$ cat src/rtl/ahb_lite_master_if.sv
// Command/response stream plus AHB-Lite bus bundle for ahb_lite_master.
// The master modport is the initiator side; slave is the bus/command peer.
interface ahb_lite_master_if #(
    parameter int AW = 32,
    parameter int DW = 32
);
    logic          cmd_valid;
    logic          cmd_ready;
    logic [AW-1:0] cmd_addr;
    logic          cmd_write;
    logic [1:0]    cmd_size;
    logic [DW-1:0] cmd_wdata;
    logic          rsp_valid;
    logic [DW-1:0] rsp_rdata;
    logic          rsp_err;
    logic [AW-1:0] HADDR;
    logic          HWRITE;
    logic [2:0]    HSIZE;
    logic [2:0]    HBURST;
    logic [3:0]    HPROT;
    logic [1:0]    HTRANS;
    logic          HMASTLOCK;
    logic [DW-1:0] HWDATA;
    logic          HREADY;
    logic          HRESP;
    logic [DW-1:0] HRDATA;

    modport master (
        input  cmd_valid, cmd_addr, cmd_write, cmd_size, cmd_wdata,
        input  HREADY, HRESP, HRDATA,
        output cmd_ready, rsp_valid, rsp_rdata, rsp_err,
        output HADDR, HWRITE, HSIZE, HBURST, HPROT, HTRANS,
        output HMASTLOCK, HWDATA
    );

    modport slave (
        output cmd_valid, cmd_addr, cmd_write, cmd_size, cmd_wdata,
        output HREADY, HRESP, HRDATA,
        input  cmd_ready, rsp_valid, rsp_rdata, rsp_err,
        input  HADDR, HWRITE, HSIZE, HBURST, HPROT, HTRANS,
        input  HMASTLOCK, HWDATA
    );
endinterface

$ cat src/rtl/ahb_lite_master.sv
// AHB-Lite SINGLE-transfer initiator: address slot feeds a data slot,
// with wait-state stalls and two-cycle ERROR handling (retains the queued transfer).
module ahb_lite_master #(
    parameter int         AHB_ADDR_WIDTH = 32,
    parameter int         AHB_DATA_WIDTH = 32,
    parameter logic [3:0] HPROT_VALUE    = 4'b0011
) (
    input logic               HCLK,
    input logic               HRESET,
    ahb_lite_master_if.master bus
);
    localparam int AW = AHB_ADDR_WIDTH;
    localparam int DW = AHB_DATA_WIDTH;

    localparam logic [1:0] TR_IDLE   = 2'b00;
    localparam logic [1:0] TR_NONSEQ = 2'b10;

    logic          r_a_valid;
    logic [AW-1:0] r_a_addr;
    logic          r_a_write;
    logic [1:0]    r_a_size;
    logic [DW-1:0] r_a_wdata;
    logic          r_d_valid;
    logic          r_d_write;
    logic [DW-1:0] r_d_wdata;
    logic          r_err_hold;
    logic          r_rsp_valid;
    logic          r_rsp_err;
    logic [DW-1:0] r_rsp_rdata;

    logic          w_err_first;
    logic          w_cmd_ready;
    logic          w_accept;
    logic          w_issue;
    logic          w_done;
    logic [1:0]    w_size;

    assign w_err_first = bus.HRESP & ~bus.HREADY;
    assign w_cmd_ready = ~HRESET & ~r_err_hold & ~w_err_first
                       & (~r_a_valid | bus.HREADY);
    assign w_accept    = bus.cmd_valid & w_cmd_ready;
    assign w_issue     = r_a_valid & ~r_err_hold;
    assign w_done      = r_d_valid & bus.HREADY;
    assign w_size      = (bus.cmd_size == 2'b11) ? 2'b10 : bus.cmd_size;

    always_ff @(posedge HCLK) begin
        if (HRESET) begin
            r_a_valid   <= 1'b0;
            r_a_addr    <= '0;
            r_a_write   <= 1'b0;
            r_a_size    <= 2'b00;
            r_a_wdata   <= '0;
            r_d_valid   <= 1'b0;
            r_d_write   <= 1'b0;
            r_d_wdata   <= '0;
            r_err_hold  <= 1'b0;
            r_rsp_valid <= 1'b0;
            r_rsp_err   <= 1'b0;
            r_rsp_rdata <= '0;
        end else begin
            r_rsp_valid <= w_done;
            if (w_done) begin
                r_rsp_err   <= bus.HRESP;
                r_rsp_rdata <= r_d_write ? '0 : bus.HRDATA;
            end
            // First ERROR cycle freezes issue until the second cycle completes
            if (r_d_valid & w_err_first) begin
                r_err_hold <= 1'b1;
            end else if (bus.HREADY) begin
                r_err_hold <= 1'b0;
            end
            if (bus.HREADY) begin
                r_d_valid <= w_issue;
                if (w_issue) begin
                    r_d_write <= r_a_write;
                    r_d_wdata <= r_a_wdata;
                end
            end
            // An empty slot may be filled even during a wait state
            if (w_accept) begin
                r_a_valid <= 1'b1;
                r_a_addr  <= bus.cmd_addr;
                r_a_write <= bus.cmd_write;
                r_a_size  <= w_size;
                r_a_wdata <= bus.cmd_wdata;
            end else if (bus.HREADY & ~r_err_hold) begin
                r_a_valid <= 1'b0;
            end
        end
    end

    assign bus.cmd_ready = w_cmd_ready;
    assign bus.rsp_valid = r_rsp_valid;
    assign bus.rsp_rdata = r_rsp_rdata;
    assign bus.rsp_err   = r_rsp_err;
    assign bus.HADDR     = r_a_addr;
    assign bus.HWRITE    = r_a_write;
    assign bus.HSIZE     = {1'b0, r_a_size};
    assign bus.HBURST    = 3'b000;
    assign bus.HPROT     = HPROT_VALUE;
    assign bus.HTRANS    = w_issue ? TR_NONSEQ : TR_IDLE;
    assign bus.HMASTLOCK = 1'b0;
    assign bus.HWDATA    = r_d_wdata;
endmodule
$ cat src/flat_wrapper.sv
// flat-port wrapper written by rule: the top's interface ports become plain ports
module ahb_lite_master_flat 
#(
    parameter int         AHB_ADDR_WIDTH = 32,
    parameter int         AHB_DATA_WIDTH = 32,
    parameter logic [3:0] HPROT_VALUE    = 4'b0011
)
  (HCLK, HRESET, bus_cmd_valid, bus_cmd_addr, bus_cmd_write, bus_cmd_size, bus_cmd_wdata, bus_HREADY, bus_HRESP, bus_HRDATA, bus_cmd_ready, bus_rsp_valid, bus_rsp_rdata, bus_rsp_err, bus_HADDR, bus_HWRITE, bus_HSIZE, bus_HBURST, bus_HPROT, bus_HTRANS, bus_HMASTLOCK, bus_HWDATA);
  ahb_lite_master_if bus_i ();
  input logic HCLK;
  input logic HRESET;
  input wire logic [$bits(bus_i.cmd_valid)-1:0] bus_cmd_valid;
  input wire logic [$bits(bus_i.cmd_addr)-1:0] bus_cmd_addr;
  input wire logic [$bits(bus_i.cmd_write)-1:0] bus_cmd_write;
  input wire logic [$bits(bus_i.cmd_size)-1:0] bus_cmd_size;
  input wire logic [$bits(bus_i.cmd_wdata)-1:0] bus_cmd_wdata;
  input wire logic [$bits(bus_i.HREADY)-1:0] bus_HREADY;
  input wire logic [$bits(bus_i.HRESP)-1:0] bus_HRESP;
  input wire logic [$bits(bus_i.HRDATA)-1:0] bus_HRDATA;
  output wire logic [$bits(bus_i.cmd_ready)-1:0] bus_cmd_ready;
  output wire logic [$bits(bus_i.rsp_valid)-1:0] bus_rsp_valid;
  output wire logic [$bits(bus_i.rsp_rdata)-1:0] bus_rsp_rdata;
  output wire logic [$bits(bus_i.rsp_err)-1:0] bus_rsp_err;
  output wire logic [$bits(bus_i.HADDR)-1:0] bus_HADDR;
  output wire logic [$bits(bus_i.HWRITE)-1:0] bus_HWRITE;
  output wire logic [$bits(bus_i.HSIZE)-1:0] bus_HSIZE;
  output wire logic [$bits(bus_i.HBURST)-1:0] bus_HBURST;
  output wire logic [$bits(bus_i.HPROT)-1:0] bus_HPROT;
  output wire logic [$bits(bus_i.HTRANS)-1:0] bus_HTRANS;
  output wire logic [$bits(bus_i.HMASTLOCK)-1:0] bus_HMASTLOCK;
  output wire logic [$bits(bus_i.HWDATA)-1:0] bus_HWDATA;
  assign bus_i.cmd_valid = bus_cmd_valid;
  assign bus_i.cmd_addr = bus_cmd_addr;
  assign bus_i.cmd_write = bus_cmd_write;
  assign bus_i.cmd_size = bus_cmd_size;
  assign bus_i.cmd_wdata = bus_cmd_wdata;
  assign bus_i.HREADY = bus_HREADY;
  assign bus_i.HRESP = bus_HRESP;
  assign bus_i.HRDATA = bus_HRDATA;
  assign bus_cmd_ready = bus_i.cmd_ready;
  assign bus_rsp_valid = bus_i.rsp_valid;
  assign bus_rsp_rdata = bus_i.rsp_rdata;
  assign bus_rsp_err = bus_i.rsp_err;
  assign bus_HADDR = bus_i.HADDR;
  assign bus_HWRITE = bus_i.HWRITE;
  assign bus_HSIZE = bus_i.HSIZE;
  assign bus_HBURST = bus_i.HBURST;
  assign bus_HPROT = bus_i.HPROT;
  assign bus_HTRANS = bus_i.HTRANS;
  assign bus_HMASTLOCK = bus_i.HMASTLOCK;
  assign bus_HWDATA = bus_i.HWDATA;
  ahb_lite_master #(.AHB_ADDR_WIDTH(AHB_ADDR_WIDTH), .AHB_DATA_WIDTH(AHB_DATA_WIDTH), .HPROT_VALUE(HPROT_VALUE)) u_core (.HCLK(HCLK), .HRESET(HRESET), .bus(bus_i));
endmodule
$ cat config.mk
export PLATFORM = sky130hd
export DESIGN_NAME = ahb_lite_master_flat
export DESIGN_NICKNAME = d
export VERILOG_FILES = /design/src/rtl/ahb_lite_master_if.sv /design/src/rtl/ahb_lite_master.sv /design/src/flat_wrapper.sv
export SDC_FILE = /design/constraint.sdc
export NUM_CORES = 1
export LEC_CHECK = 0
export ABC_AREA = 1
export ABC_CLOCK_PERIOD_IN_PS = 1700
export CAP_MARGIN = 40
export CORE_ASPECT_RATIO = 0.8
export CORE_UTILIZATION = 45
export DETAILED_ROUTE_END_ITERATION = 8
export GPL_TIMING_DRIVEN = 0
export PLACE_DENSITY = 0.79
export RECOVER_POWER = 25
export SLEW_MARGIN = 20
export SYNTH_ARGS = -nofsm -noshare
export SYNTH_HDL_FRONTEND = slang
export SYNTH_SLANG_ARGS = --single-unit
$ cat constraint.sdc
create_clock -name HCLK -period 1.7 [get_ports HCLK]
set_clock_uncertainty 0.15 [all_clocks]
set_input_delay 0.17 -clock HCLK [delete_from_list [all_inputs] [get_ports HCLK]]
set_output_delay 0.17 -clock HCLK [all_outputs]
set_load 0.02 [all_outputs]
==> results of run 1 <==
[synthesized netlist by cell type, drive strengths merged]
library cell | count | area, um^2
inv | 206 | 773
nand3b | 1 | 7.51
nor2 | 69 | 269
and2 | 1 | 6.26
nand4 | 67 | 419
nand2 | 204 | 766
o21ai | 35 | 179
a21oi | 36 | 180
dfxtp | 137 | 2740
clkbuf | 37 | 139
conb | 2 | 7.51
buf | 37 | 223
nand3 | 67 | 340
[tightest hold or removal path, delay by kind of cell]
family / cells / cell delay (ps)
buffers and inverters: 2 / 240
AND/OR/NAND/NOR: 1 / 180
[state kept, by name (all words and copies together) (netlist names), 2 cells and up]
| name | flops |
|---|---|
| u_core.r_a_wdata | 32 |
| u_core.bus.rsp_rdata | 32 |
| u_core.bus.HADDR | 32 |
| u_core.r_a_size | 2 |
| u_core.bus.HWDATA | 32 |
[per-layer routing]
metal,track usage,vias to the layer above,wire [um]
met4,0.0706,0,244
met5,0,-,0
li1,-,3186,-
met2,0.410,186,8060
met1,0.319,2731,7690
met3,0.0803,22,1340
[through the flow]
stage                util  TNS, ps  power, mW  worst slack [ps]
global placement    0.641   -18840       4.60              -920
global route        0.673        0       8.56             0.556
detailed placement  0.641   -19210       4.62              -939
finish              0.673        0       8.22              21.0
CTS                 0.692        0       8.30              1.21
floorplan               -        0       4.09               241
[cell usage in the layout (no fill, tap or decap), types with 3 or more instances in the layout]
cell type        synthesis  final
dlygate4sd2_1            0     22
clkbuf_16                0     17
nand4_1                 67     67
conb_1                   2     10
inv_6                    0      3
clkbuf_2                 0      9
dlygate4sd3_1            0      4
buf_1                    4      4
clkdlybuf4s50_1          0    118
buf_4                   12     20
dfxtp_1                137    135
nand2_1                204    204
inv_2                    8      8
inv_1                  198    198
o21ai_0                 34     34
clkbuf_1                37     79
buf_6                    2      5
buf_2                   19     12
nand3_1                 66     66
nor2_1                  67     67
clkinv_4                 0      3
dlymetal6s2s_1           0     11
clkinvlp_4               0      3
a21oi_1                 36     36
[power groups by stage]
stage / clock, mW / sequential (mW) / combinational [mW]
after floorplan: 0 / 3.54 / 0.547
after global placement: 0 / 3.47 / 1.13
after detailed placement: 0 / 3.47 / 1.14
after CTS: 3.73 / 3.40 / 1.16
after global routing: 3.87 / 3.41 / 1.27
final: 3.69 / 3.40 / 1.14
[logic make-up after synthesis]
group                  Yosys count  share of synthesized area
AOI/OAI and AO/OA               71                     0.0593
DFF                            137                      0.453
and+or+nand+nor                409                      0.299
other                            2                    0.00124
buffers and inverters          280                      0.188
[layout make-up]
cell class | instances | area (um^2)
Buffer | 72 | 397
Clock buffer | 17 | 425
Clock inverter | 15 | 168
Fill cell | 1172 | 4250
Inverter | 206 | 773
Multi-Input combinational cell | 490 | 2220
Sequential cell | 137 | 2750
Tap cell | 175 | 219
Timing Repair Buffer | 214 | 1810
[path summary, 6_finish.rpt]
check	end	from	slack [ps]
worst min register to register	u_core.bus.HWDATA[19]	u_core.bus.HWDATA[19]	310
worst max-delay path	bus_HWDATA[12]	u_core.bus.HWDATA[12]	20
worst min-delay path	u_core.bus.rsp_valid	bus_HREADY	90
worst max register to register	u_core.r_a_wdata[2]	u_core.r_a_valid	70
[repair_timing]
action,CTS,global route
setup endpoints to repair,29,108
hold buffers,4,0
endpoints found under the hold margin,5,0
pin swaps,3,2
gates resized for setup,43,85
buffers inserted,6,1
==> results.md, run 1 <==
- Vias in the first global route: 5754
- Cell Area, Synth: 6050 um^2
- Worst Path Max Fanout: 2
- Maximum clock frequency: 0.596 GHz
- Critical path's slowest cell: clkdlybuf4s50_1
- Via density: 4.62
- Post-Layout Cell Count: 1326
- Nets: 1242
- RSZ-0062 raised after global routing: yes
- FP Rows: 37
- Area delta synth->final: 44.7%
- I/O Buffers: 203
- H-Tree Depth: 4
- Vias: 6125
- CTS tree: yes
- # IOs: 217
- Worst-Margin Slew: 573 ps
- Worst-Skew Late Latency: 410 ps
- Clock sink count: 137
- Placed insts: 1285
- Power Density: 939 nW/um^2
- Crit path DAT: 1360 ps
- WL final: 17.3 mm
- CP Cell Sequence: clkdlybuf4s50_1
- DIE AREA: 13900 um^2
- Final hold violation count: 0
- Core area: 13000 um^2
- WS Path Type: reg -> out
- FF-to-FF path depth: 6
- Synth unique cells: 21
- Clock transition at path regs: 60 ps
- Sequential fraction of the synthesis area: 0.453
- Syn avg cell area: 6.73 um^2
- Period utilization: 0.988
- WL per Instance: 13.1 um
- Largest net degree at the start of global routing: 19
- Combinational power share: 0.138
- First-pass GRT wire length: 27.9 mm
- Pleak: 4.41 nW
- Initial DRT Pass Iterations: 5
- Status: completed
- Post-synthesis cell count: 899
- Req. time, crit path: 1380 ps
- Tot GR Track Use: 0.252
- Worst path depth: 1
- Starting DRT DRC Count: 433
- CTS buffer count: 17
- Grt ovf: 0
- CP peak stage delay: 610 ps
- Maximum VDD drop: 0.680 mV
- Die Y-Extent: 106 um
- Dpl hpwl: 12.1 mm
- Clock Tree Buf Depth: 2
- Hold depth: 3
- DP Area: 8330 um^2
- Number of remaining DRC errors: 0
- Share of cells above drive strength 1: 0.0817
- GPL Wtd Cong: 0.796
- Crit. End Element: output port
- Int Pwr: 6.04 mW
- Max cap viols: 0
- Final ANT Viol Nets: 0
- Synthesized flop and latch total: 137
- Antenna violations before repair: 0
- Switching Share: 0.266
- Clock share of power: 0.448
- Total net switching power: 2.19 mW
- Crit start category: register
- Synth warn: 0
- Flop pwr share: 0.414
- Clock Tree Root: clkbuf_16
- Min Tclk post-route: 1680 ps
- Hold_ws: 93.4 ps
- Final setup fails: 0
- Count of pins over their slew limit: 0
- Crit-path leading delay family: buffers and inverters
- Diodes inserted: 0
- Crit path buffers/inverters: 1
- Die span in x: 132 um
- Final Instance Area: 8750 um^2
- Initial core utilization: 0.465
- Rel. slew slack: 0.618
- Worst hold path class: in -> reg
No activity file was read; power rests on OpenSTA's default activity.
==> run 2, diff against run 1 <==
--- a/config.mk
+++ b/config.mk
@@ -6,13 +6,13 @@
 export NUM_CORES = 1
 export LEC_CHECK = 0
 export ABC_AREA = 1
-export ABC_CLOCK_PERIOD_IN_PS = 1700
+export ABC_CLOCK_PERIOD_IN_PS = 2100
 export CAP_MARGIN = 40
 export CORE_ASPECT_RATIO = 0.8
-export CORE_UTILIZATION = 45
+export CORE_UTILIZATION = 49
 export DETAILED_ROUTE_END_ITERATION = 8
 export GPL_TIMING_DRIVEN = 0
-export PLACE_DENSITY = 0.79
+export PLACE_DENSITY = 0.85
 export RECOVER_POWER = 25
 export SLEW_MARGIN = 20
 export SYNTH_ARGS = -nofsm -noshare
==> constraint.sdc (replaced) <==
create_clock -name HCLK -period 2.1 [get_ports HCLK]
set_clock_uncertainty 0.15 [all_clocks]
set_input_delay 0.21 -clock HCLK [delete_from_list [all_inputs] [get_ports HCLK]]
set_output_delay 0.21 -clock HCLK [all_outputs]
set_load 0.02 [all_outputs]
==> results.md, run 2 (synthesized netlist as in run 1, its figures left out) <==
- Area delta synth->final: 47.6%
- Antenna violations before repair: 0 (unchanged)
- FF-to-FF path depth: 6 (unchanged)
- Int Pwr: 4.82 mW (-20%)
- Initial core utilization: 0.514 (+0.0485)
- RSZ-0062 raised after global routing: no
- Vias: 6204 (+1.3%)
- DIE AREA: 12800 um^2 (-8.0%)
- Clock Tree Root: clkbuf_16
- Vias in the first global route: 5498 (-4.4%)
- WL per Instance: 13.2 um (+1.1%)
- Share of cells above drive strength 1: 0.0638 (-0.0179)
- Max cap viols: 0 (unchanged)
- PnR Total Power: 6.66 mW (-19%)
- WS Path Type: reg -> out
- Crit path DAT: 1660 ps (+300 ps)
- Total net switching power: 1.84 mW (-16%)
- CTS tree: yes
- Hold path endpoint: u_core.r_err_hold
- CTS buffer count: 17 (unchanged)
- Final Instance Area: 8930 um^2 (+2.0%)
- Most frequent cells in the layout: nand2_1 (204), clkdlybuf4s50_1 (201), inv_1 (198)
- Clock share of power: 0.444 (-0.004)
- Die span in x: 126 um (-4.1%)
- Pleak: 4.16 nW (-5.8%)
- Largest net degree at the start of global routing: 20 (+1)
- Switching Share: 0.277 (+0.0107)
- WL final: 17.1 mm (-1.4%)
- DP Area: 8300 um^2 (-0.41%)
- # IOs: 217 (unchanged)
- Worst-Margin Slew: 598 ps (+24.6 ps)
- Post-Layout Cell Count: 1293 (-2.5%)
- Clock sink count: 137 (unchanged)
- Die Y-Extent: 101 um (-4.1%)
- Via density: 4.80 (+3.9%)
- H-Tree Depth: 4 (unchanged)
- Hold Path Origin: bus_HREADY
- Clock transition at path regs: 60 ps (about the same)
- Setup TNS: 0 ps (unchanged)
- Worst hold path class: in -> reg
- First-pass GRT wire length: 26.9 mm (-3.6%)
- Status: completed
- Period utilization: 0.963
- Reg2Reg Setup Slack: 160 ps (+90 ps)
- Hold depth: 4 (+1)
- I/O Buffers: 203 (unchanged)
- Final ANT Viol Nets: 0 (unchanged)
- Req. time, crit path: 1740 ps (+360 ps)
- Worst-Skew Late Latency: 420 ps (about the same)
- Power Density: 745 nW/um^2 (-21%)
- FF-to-FF Start: u_core.r_a_valid
- Clock Tree Buf Depth: 2 (unchanged)
- FP Rows: 35 (-5.4%)
- Worst Path Max Fanout: 10 (+8)
- Min Tclk post-route: 2020 ps
- Maximum clock frequency: 0.494 GHz
- Number of remaining DRC errors: 0 (unchanged)
- Placed insts: 1258 (-2.1%)
- Starting DRT DRC Count: 449 (+3.7%)
- Flop pwr share: 0.414 (about the same)
- GPL Wtd Cong: 0.807 (+1.3%)
- Hold_ws: 29.7 ps (-63.8 ps)
- Final setup fails: 0 (unchanged)
- Count of pins over their slew limit: 0 (unchanged)
- Rel. slew slack: 0.601 (-0.0164)
- Final hold violation count: 0 (unchanged)
- Combinational power share: 0.142 (+0.004)
- Dpl hpwl: 12.0 mm (-1.3%)
- Maximum VDD drop: 0.551 mV (-19%)
- Tot GR Track Use: 0.269 (+0.0166)
- Crit. End Element: output port
- Grt ovf: 0 (unchanged)
- Crit start category: register
- Initial DRT Pass Iterations: 5 (unchanged)
- R2R Path End: u_core.bus.HWDATA[31]
- Nets: 1236 (-0.48%)
- Core area: 11800 um^2 (-9.4%)
- Commonest non-fill, non-tap cell in the layout: nand2_1
- Diodes inserted: 0 (unchanged)
-- run 2: layout make-up --
| cell class | instances | area, um^2 |
|---|---|---|
| Buffer | 73 | 372 |
| Clock buffer | 17 | 425 |
| Clock inverter | 15 | 155 |
| Fill cell | 925 | 2850 |
| Inverter | 206 | 773 |
| Multi-Input combinational cell | 490 | 2210 |
| Sequential cell | 137 | 2740 |
| Tap cell | 148 | 185 |
| Timing Repair Buffer | 207 | 2060 |
-- run 2: layer usage --
layer | routed length, um | track usage
met1 | 7440 | 0.333
met2 | 7990 | 0.449
met3 | 1360 | 0.0771
met4 | 295 | 0.0973
met5 | 0 | 0
-- run 2: worst max path at each step --
stage | startpoint | end | slack [ps] | cells past startpoint
finish | u_core.r_err_hold | bus_cmd_ready | 80 | 5
global route | u_core.r_err_hold | bus_cmd_ready | 7 | 5
CTS | u_core.r_a_valid | bus_cmd_ready | 8 | 4
detailed placement | bus_HRESP | bus_cmd_ready | -610 | 6
global placement | bus_HRESP | bus_cmd_ready | -580 | 6
floorplan | u_core.r_a_valid | bus_cmd_ready | 600 | 4
-- run 2: what timing repair did --
action / in CTS / in global routing
pin swaps: 2 / 1
hold buffers: 3 / 0
endpoints found under the setup margin: 2 / 2
endpoints found under the hold margin: 4 / 0
gates resized for setup: 11 / 3
setup buffers: 1 / 0
-- run 2: power by group through the flow --
stage	Clock [mW]	Sequential (mW)	Combinational (mW)
6_report	2.96	2.75	0.947
5_1_grt	3.09	2.76	1.05
4_1_cts	2.98	2.75	0.945
3_5_place_dp	0	2.81	0.924
3_3_place_gp	0	2.81	0.915
2_1_floorplan	0	2.87	0.443
-- run 2: worst max-delay path, stage by stage, from the launching register on --
cell	delay (ps)
dfxtp_2	350
nor2_4	100
buf_4	180
buf_4	180
and2_1	130
clkdlybuf4s15_1	290
-- run 2: through the flow --
step / setup slack (ps) / utilization
finish: 77.1 / 0.758
global route: 6.56 / 0.758
CTS: 7.94 / 0.759
detailed placement: -610 / 0.705
global placement: -579 / 0.705
floorplan: 601 / -
==> run 3, diff against run 2 <==
--- a/config.mk
+++ b/config.mk
@@ -6,13 +6,13 @@
 export NUM_CORES = 1
 export LEC_CHECK = 0
 export ABC_AREA = 1
-export ABC_CLOCK_PERIOD_IN_PS = 2100
+export ABC_CLOCK_PERIOD_IN_PS = 1800
 export CAP_MARGIN = 40
 export CORE_ASPECT_RATIO = 0.8
-export CORE_UTILIZATION = 49
+export CORE_UTILIZATION = 41
 export DETAILED_ROUTE_END_ITERATION = 8
 export GPL_TIMING_DRIVEN = 0
-export PLACE_DENSITY = 0.85
+export PLACE_DENSITY = 0.76
 export RECOVER_POWER = 25
 export SLEW_MARGIN = 20
 export SYNTH_ARGS = -nofsm -noshare
==> constraint.sdc (replaced) <==
create_clock -name HCLK -period 1.8 [get_ports HCLK]
set_clock_uncertainty 0.15 [all_clocks]
set_input_delay 0.18 -clock HCLK [delete_from_list [all_inputs] [get_ports HCLK]]
set_output_delay 0.18 -clock HCLK [all_outputs]
set_load 0.02 [all_outputs]
==> results.md, run 3 (synthesized netlist as in run 1, its figures left out) <==
- Status: completed
- Final setup fails: 0 (unchanged)
- Die Y-Extent: 111 um (+9.1%)
- Power Density: 893 nW/um^2 (+20%)
- Dpl hpwl: 12.4 mm (+3.4%)
- Core area: 14300 um^2 (+22%)
- Initial DRT Pass Iterations: 5 (unchanged)
- Worst Path Max Fanout: 2 (-8)
- Critical path's slowest cell: clkdlybuf4s50_1
- Largest net degree at the start of global routing: 20 (unchanged)
- Worst hold path class: in -> reg
- Count of pins over their slew limit: 0 (unchanged)
- Max cap viols: 0 (unchanged)
- Clock share of power: 0.468 (+0.024)
- Grt ovf: 0 (unchanged)
- Most frequent cells in the layout: nand2_1 (204), clkdlybuf4s50_1 (199), inv_1 (198)
- Crit-path leading delay family: buffers and inverters
- Number of remaining DRC errors: 0 (unchanged)
- WL final: 17.4 mm (+2.0%)
- Crit. End Element: output port
- Final ANT Viol Nets: 0 (unchanged)
- Vias in the first global route: 5738 (+4.4%)
- Final core utilization: 0.636 (-0.122)
- Final Instance Area: 9130 um^2 (+2.2%)
- CTS tree: yes
- WL per Instance: 13.0 um (-1.5%)
- Diodes inserted: 0 (unchanged)
- Maximum VDD drop: 0.626 mV (+14%)
- CTS buffer count: 17 (unchanged)
- Post-Layout Cell Count: 1338 (+3.5%)
- Period utilization: 0.957
- CP peak stage delay: 640 ps (+290 ps)
- DIE AREA: 15300 um^2 (+19%)
- Total net switching power: 2.01 mW (+9.2%)
- Tot GR Track Use: 0.238 (-0.0304)
- I/O Buffers: 203 (unchanged)
- Crit start category: register
- Commonest non-fill, non-tap cell in the layout: nand2_1
- Area delta synth->final: 50.8%
- Clock Tree Buf Depth: 2 (unchanged)
- Placed insts: 1294 (+2.9%)
- FP Rows: 39 (+11%)
- Antenna violations before repair: 0 (unchanged)
- H-Tree Depth: 4 (unchanged)
- Flop pwr share: 0.394 (-0.020)
- Starting DRT DRC Count: 254 (-43%)
- Worst-Margin Slew: 592 ps (-6.05 ps)
- Min Tclk post-route: 1720 ps
- DP Area: 8340 um^2 (+0.54%)
- Via density: 4.54 (-5.4%)
- Rel. slew slack: 0.605 (+0.00403)
- Vias: 6076 (-2.1%)
- Combinational power share: 0.137 (-0.005)
- CP Cell Sequence: clkdlybuf4s50_1
- RSZ-0062 raised after global routing: no
- Crit path DAT: 1390 ps (-270 ps)
- Switching Share: 0.247 (-0.0300)
- PnR Total Power: 8.15 mW (+22%)
- Share of cells above drive strength 1: 0.0745 (+0.0108)
- Nets: 1245 (+0.73%)
- Req. time, crit path: 1470 ps (-270 ps)
- GPL Wtd Cong: 0.789 (-2.3%)
- WS Path Type: reg -> out
- Pleak: 4.24 nW (+2.1%)
- Final hold violation count: 0 (unchanged)
- Worst-Skew Late Latency: 410 ps (about the same)
- # IOs: 217 (unchanged)
- Clock Tree Root: clkbuf_16
- Clock sink count: 137 (unchanged)
- Int Pwr: 6.14 mW (+28%)
- First-pass GRT wire length: 28.2 mm (+4.8%)
- Crit path buffers/inverters: 1 (-2)
- Clock transition at path regs: 60 ps (about the same)
- Maximum clock frequency: 0.580 GHz
- Initial core utilization: 0.422 (-0.0919)
- Die span in x: 138 um (+9.2%)
==> run 3: cell count changes in the layout (fill, tap and decap cells not counted), moves of 2 or more <==
cell and change:
buf_12 +2, buf_4 +6, bufinv_16 +4, clkbuf_2 +3, clkdlybuf4s50_1 -2, clkinv_2 +4
clkinvlp_4 -3, dlygate4sd3_1 +2, inv_6 -3, inv_8 -3
==> run 3: worst paths after layout <==
| kind | cells past startpoint | from | slack, ps | to |
|---|---|---|---|---|
| max | 1 | u_core.bus.HADDR[24] | 80 | bus_HADDR[24] |
| min | 3 | bus_HREADY | 100 | u_core.bus.rsp_valid |
| max reg2reg | 6 | u_core.r_err_hold | 110 | u_core.r_a_wdata[2] |
| min reg2reg | 2 | u_core.bus.HWDATA[28] | 310 | u_core.bus.HWDATA[28] |
==> run 3: power by group through the flow <==
stage	sequential, mW	clock [mW]	combinational [mW]
global placement	3.27	0	1.07
finish	3.21	3.82	1.12
detailed placement	3.28	0	1.09
floorplan	3.35	0	0.516
global route	3.23	4.03	1.25
CTS	3.21	3.87	1.12
==> run 3: stage by stage <==
stage                     setup TNS, ps  setup WS [ps]  hold WS (ps)
after CTS                             0           1.45          85.7
final                                 0           77.2          99.2
after global routing                  0           4.11          96.3
after detailed placement         -14630           -857           305
after floorplan                       0            331           133
after global placement           -14030           -865           299
==> run 3: repair_timing <==
action                                 4_1_cts  5_1_grt
setup endpoints to repair                    2        6
hold buffers                                 5        0
setup buffers                                4        5
gates resized for setup                     20        8
endpoints found under the hold margin        5        0
pin swaps                                    3        0
==> run 3: cell type report <==
type                    count  area [um^2]
fillers                  1308         5220
inverters                 206          773
repair buffers            217         2130
plain buffers              72          385
flip-flops and latches    137         2750
clock inverters            15          221
clock buffers              17          425
well taps                 184          230
multi-input cells         490         2220
==> run 3: routing by layer <==
| metal | GRT usage | part of all wire |
|---|---|---|
| met1 | 0.299 | 0.45 |
| met2 | 0.380 | 0.45 |
| met3 | 0.0919 | 0.087 |
| met4 | 0.0601 | 0.013 |
| met5 | 0 | 0 |
